--- src/rtl/shift_sequencer.sv ---
// Sequential 8-bit shifter. It moves one bit per clock and supports SLL, SRL, SRA and ROR.
// Right shifts and rotates reuse the left-shift datapath by bit-reversing the operand on the way in and on the way out.
module shift_sequencer (
  input  logic       clk,
  input  logic       rst_n,
  input  logic       start,
  input  logic [1:0] mode,
  input  logic [7:0] din,
  input  logic [2:0] shamt,
  output logic [7:0] dout,
  output logic       busy,
  output logic       done,
  output logic       state_dbg
);

  typedef enum logic {
    IDLE  = 1'b0,
    SHIFT = 1'b1
  } state_t;

  localparam logic [1:0] MODE_SLL = 2'b00;
  localparam logic [1:0] MODE_SRL = 2'b01;
  localparam logic [1:0] MODE_SRA = 2'b10;
  localparam logic [1:0] MODE_ROR = 2'b11;

  state_t     state;
  logic [1:0] mode_q;
  logic [2:0] cnt;
  logic [7:0] work;
  logic       sign;
  logic       shin;

  function automatic logic [7:0] bitrev(input logic [7:0] v);
    logic [7:0] r;
    for (int i = 0; i < 8; i++) r[i] = v[7-i];
    return r;
  endfunction

  // In the reversed domain, the incoming bit sits at the LSB end.
  // It is the sign bit for SRA and the wrapped-around MSB for ROR.
  always_comb begin
    shin = 1'b0;
    case (mode_q)
      MODE_SRA: shin = sign;
      MODE_ROR: shin = work[7];
      default:  shin = 1'b0;
    endcase
  end

  assign state_dbg = (state == SHIFT);

  always_ff @(posedge clk or negedge rst_n) begin
    if (!rst_n) begin
      state  <= IDLE;
      mode_q <= MODE_SLL;
      cnt    <= 3'd0;
      work   <= 8'h00;
      sign   <= 1'b0;
      dout   <= 8'h00;
      busy   <= 1'b0;
      done   <= 1'b0;
    end else begin
      case (state)
        IDLE: begin
          done <= 1'b0;
          if (start) begin
            mode_q <= mode;
            cnt    <= shamt;
            work   <= (mode == MODE_SLL) ? din : bitrev(din);
            sign   <= din[7];
            busy   <= 1'b1;
            state  <= SHIFT;
          end
        end
        SHIFT: begin
          if (cnt != 3'd0) begin
            work <= {work[6:0], shin};
            cnt  <= cnt - 3'd1;
          end else begin
            dout  <= (mode_q == MODE_SLL) ? work : bitrev(work);
            done  <= 1'b1;
            busy  <= 1'b0;
            state <= IDLE;
          end
        end
        default: state <= IDLE;
      endcase
    end
  end

endmodule
--- config.mk ---
export PLATFORM = sky130hd
export DESIGN_NAME = shift_sequencer
export DESIGN_NICKNAME = d
export VERILOG_FILES = /design/src/rtl/shift_sequencer.sv
export SDC_FILE = /design/constraint.sdc
export NUM_CORES = 1
export LEC_CHECK = 0
export CAP_MARGIN = 10
export CORE_UTILIZATION = 40
export CTS_BUF_LIST = sky130_fd_sc_hd__clkbuf_8 sky130_fd_sc_hd__clkbuf_16
export DETAILED_ROUTE_END_ITERATION = 6
export GPL_ROUTABILITY_DRIVEN = 0
export PLACE_DENSITY = 0.66
export SLEW_MARGIN = 30
export SYNTH_ARGS = -nofsm -noshare
export SYNTH_HDL_FRONTEND = slang
export SYNTH_SLANG_ARGS = --single-unit
--- constraint.sdc ---
create_clock -name clk -period 1.96 [get_ports clk]
set_clock_uncertainty 0.15 [all_clocks]
set_input_delay 0.294 -clock clk [delete_from_list [all_inputs] [get_ports clk]]
set_output_delay 0.294 -clock clk [all_outputs]
set_load 0.03 [all_outputs]
==> out/results.txt <==
The min-delay analysis places its worst path in the category input port to asynchronous set/reset pin. Setup repair after global routing left no endpoint under its margin. Worst hold slack after final layout: 0.229 ns.

The worst setup path is of the register to primary output kind. The clock network accounts for 11.9% of the total power. The run gives 0.663 mV as the worst-case vdd ir drop.

The final core utilization was 54.1%. The first global-routing pass estimated 4320 µm of wire. Clock tree synthesis selected as its root buffer the cell sky130_fd_sc_hd__clkbuf_8. In this run the worst setup path terminates at dout[7]. The startpoint of the worst register-to-register path is cnt[0]$_DFFE_PN0P_.

For this run, the post-layout net count is 174. The count of port buffers added during placement was 26. The number of antenna diodes in the final layout is 0. The initial antenna violation count was 0. Summing internal, switching and leakage power gives 2.52 mW. The detailed-placement wirelength estimate came out at 1960 µm. The hold violation count in the final report came out at 0. STA classifies the critical path startpoint as a register. The synthesized area was 1320 µm². Tracing the worst setup path back leads to its startpoint at dout[7]$_DFFE_PN0P_. The post-route netlist has 12.3% of its cells at a drive strength greater than 1. The delay of the slowest cell on the worst path was 0.67 ns; the worst setup timing slack at the placement stage was 0.107 ns.

The logs give 33 for the number of design-rule violations left by the first detailed-router iteration and 49.9% for the logic gate share of total power. Flip-flop and latch area: 626 µm². Counting cells, the worst reg-to-reg path comes to 6. The tree built by TritonCTS fans out to 25 sinks. For this design the total switching power over the nets is 1.02 mW.

The number of flip-flops and latches in the synthesized netlist is 25. The tools report the total of max-cap violations as 0. The instance count on the critical path works out to 1. The area enclosed by the die boundary was 3530 µm²; the maximum clock frequency was 0.578 GHz. For the number of post-CTS setup repair buffers, the log shows 0. In this run the vertical extent of the chip is 59.4 µm.

Measured against its own limit, the worst slew margin works out to 64.7%. The slowest stage of the critical path belongs to the cell sky130_fd_sc_hd__clkdlybuf4s50_1. For the pin with the worst max-slew slack, the measured transition is 0.528 ns. The number of enable-type register cells in the synthesized netlist works out to 0. The remaining antenna violation count after routing is 0, and the CTS H-tree depth is 1.

The tools report the endpoint class of the critical path as a primary output. The first TritonRoute pass finished after 4 iterations. Counting tap cells, the placed design contains a total of 195 instances.

The finished layout holds 199 standard cells, fillers aside. Detailed routing inserted a total of 1021 vias. Signal arrival time at the worst endpoint: 1.29 ns. For this design the ratio of total power to cell area is 1510 nW/µm². Entering global routing, the biggest net connects 26 pins.

The run finished with clean final reports. For the worst setup path, the data required time is 1.52 ns. The tools report the via count of the first global-routing pass as 1000. The number of remaining DRC errors is 0, and the cell count after synthesis is 127. The run gives 0 as the max-slew violation count. Among all flip-flop cells after synthesis, the most frequent one is sky130_fd_sc_hd__dfrtp_1. Combined buffer and inverter count along the critical path: 1. The clock passes through at most 2 buffers.

The logs give 1.50 mW for the internal power contribution and 42.8% for the starting density of the core. In this run the mean area of a mapped cell was 10.4 µm². For this design the static power due to leakage is 0.694 nW. For the total wirelength of the detailed-routed design, the log shows 2540 µm.

Summing all non-filler instances in the final layout gives an area of 1670 µm². The overall overflow remaining after global route was 0; the total number of placement rows was 20. The maximum fanout encountered on the critical timing path is 2.

Measured along the x axis, the die boundary spans 59.4 µm. For the register share of total power, the log shows 38.3%. The run gives 0 as the total of cells resized after clock tree synthesis. The fraction of power spent switching nets is 40.3%, and the multi-input logic area is 633 µm².

For the count of hold buffers inserted by post-cts repair, the log shows 0. 27 I/O pins were placed. Minimum setup slack in the final design: 0.230 ns. The cell type group with the largest total delay on the critical path is buffers and inverters. The fraction of registers with async set or reset after synthesis was 100%. The total setup violations reported at the end of the flow came out at 0. TritonCTS built the clock tree.

Compared with the post-synthesis result, the final layout area differs by 26.5%. Synthesis produced a netlist with a net count of 145. The core region is 3080 µm². The fill cell total of the finished layout came out at 298. Dividing the detail-routed via count by the number of cells gives 5.13.

Once placement finished, the instance area stood at 1620 µm². The run gives 16.6% as the global routing usage summed across all routing layers. The TritonCTS buffer count was 3. Clock latency on the worst-skew pair, taken at its later pin, is 0.26 ns. The clock input transition at the sequential cells of the worst setup and hold paths came out at 0.09 ns.

The tools report the endpoint of the most critical register-to-register path as work[0]$_DFFE_PN0P_. The wire length per cell after detailed routing is 12.8 µm. Walking the worst path, the cells encountered are clkdlybuf4s50_1. The run gives 0 ns as the setup TNS. The post-synthesis cell type count was 24; the register-to-register path setup slack was 0.31 ns. After layout, the worst path uses 88.2% of the clock period. For this run, the number of Yosys warnings is 0. Of the synthesized area, sequential elements account for 47.5%. The smallest clock period supported by the final layout is computed as 1.73 ns.
[cells in the final DEF (no fill, tap or decap), drive strengths merged]
cell type	netlist	routed
a21oi	2	2
mux2	4	4
a211oi	8	8
buf	5	6
nor2b	9	9
inv	3	3
ha	2	2
o21ai	20	20
dfrtp	25	25
nor2	6	6
o31ai	7	7
o21a	7	7
clkbuf	2	3
clkdlybuf4s50	0	25
clkinv	0	1
mux2i	11	11
or3b	1	1
and3b	1	1
nand3b	1	1
nand2	11	11
a311o	1	1
o22a	1	1
[power by group through the flow]
stage	registers, mW	logic [mW]	clock network (mW)
final	0.964	1.26	0.300
after global routing	1.01	1.40	0.329
after CTS	0.966	1.27	0.307
after detailed placement	0.977	1.26	0
after global placement	0.964	1.22	0
after floorplan	1.11	0.738	0
[synth_stat cells, drive strengths merged (2+ instances only)]
library cell	n	area [µm²]
nor2b	9	56.3
o21a	7	52.6
a211oi	8	60.1
clkbuf	2	7.51
o31ai	7	52.6
ha	2	25.0
a21oi	2	10.0
nor2	6	25.0
buf	5	40.0
mux2	4	45.0
o21ai	20	104
nand2	11	41.3
mux2i	11	110
dfrtp	25	626
inv	3	11.3
[worst min-delay path by stage]
stage | endpoint | startpoint | slack (ns)
after floorplan | busy$_DFFE_PN0P_ | rst_n | -0.15
after global placement | dout[7]$_DFFE_PN0P_ | dout[7]$_DFFE_PN0P_ | 0.31
after detailed placement | dout[6]$_DFFE_PN0P_ | dout[6]$_DFFE_PN0P_ | 0.32
after CTS | dout[0]$_DFFE_PN0P_ | rst_n | 0.24
after global routing | cnt[1]$_DFFE_PN0P_ | rst_n | 0.26
final | cnt[1]$_DFFE_PN0P_ | rst_n | 0.23
[cells by family after synthesis]
kind of cell / Yosys count / share of synthesized area (%)
AOI/OAI and AO/OA: 46 / 22.6
adders and majority gates: 2 / 1.90
buffers and inverters: 10 / 4.46
DFF: 25 / 47.5
muxes: 15 / 11.8
and+or+nand+nor: 29 / 11.8
[cell type report]
| type | instances | area share, % |
|---|---|---|
| clock inverter | 1 | 0.300 |
| sequential | 25 | 37.5 |
| timing repair buffer | 31 | 17.7 |
| clock buffer | 3 | 2.48 |
| multi-input combinational | 92 | 38.0 |
| inverter | 3 | 0.676 |
| tap | 44 | 3.30 |
[layer usage]
layer / vias up / part of all wire, % / track usage [%]
met1: 476 / 47 / 21.0
met3: 2 / 4.5 / 2.62
met5: - / 0 / 0
met4: 0 / 0.59 / 6.12
li1: 518 / - / -
met2: 25 / 48 / 28.4
[sequential cells by signal (all words and copies together), names as in the netlist]
signal / count
dout: 8
mode_q: 2
cnt: 3
done: 1
sign: 1
work: 8
state_dbg: 1
busy: 1
(Power assumes the default switching activity.)
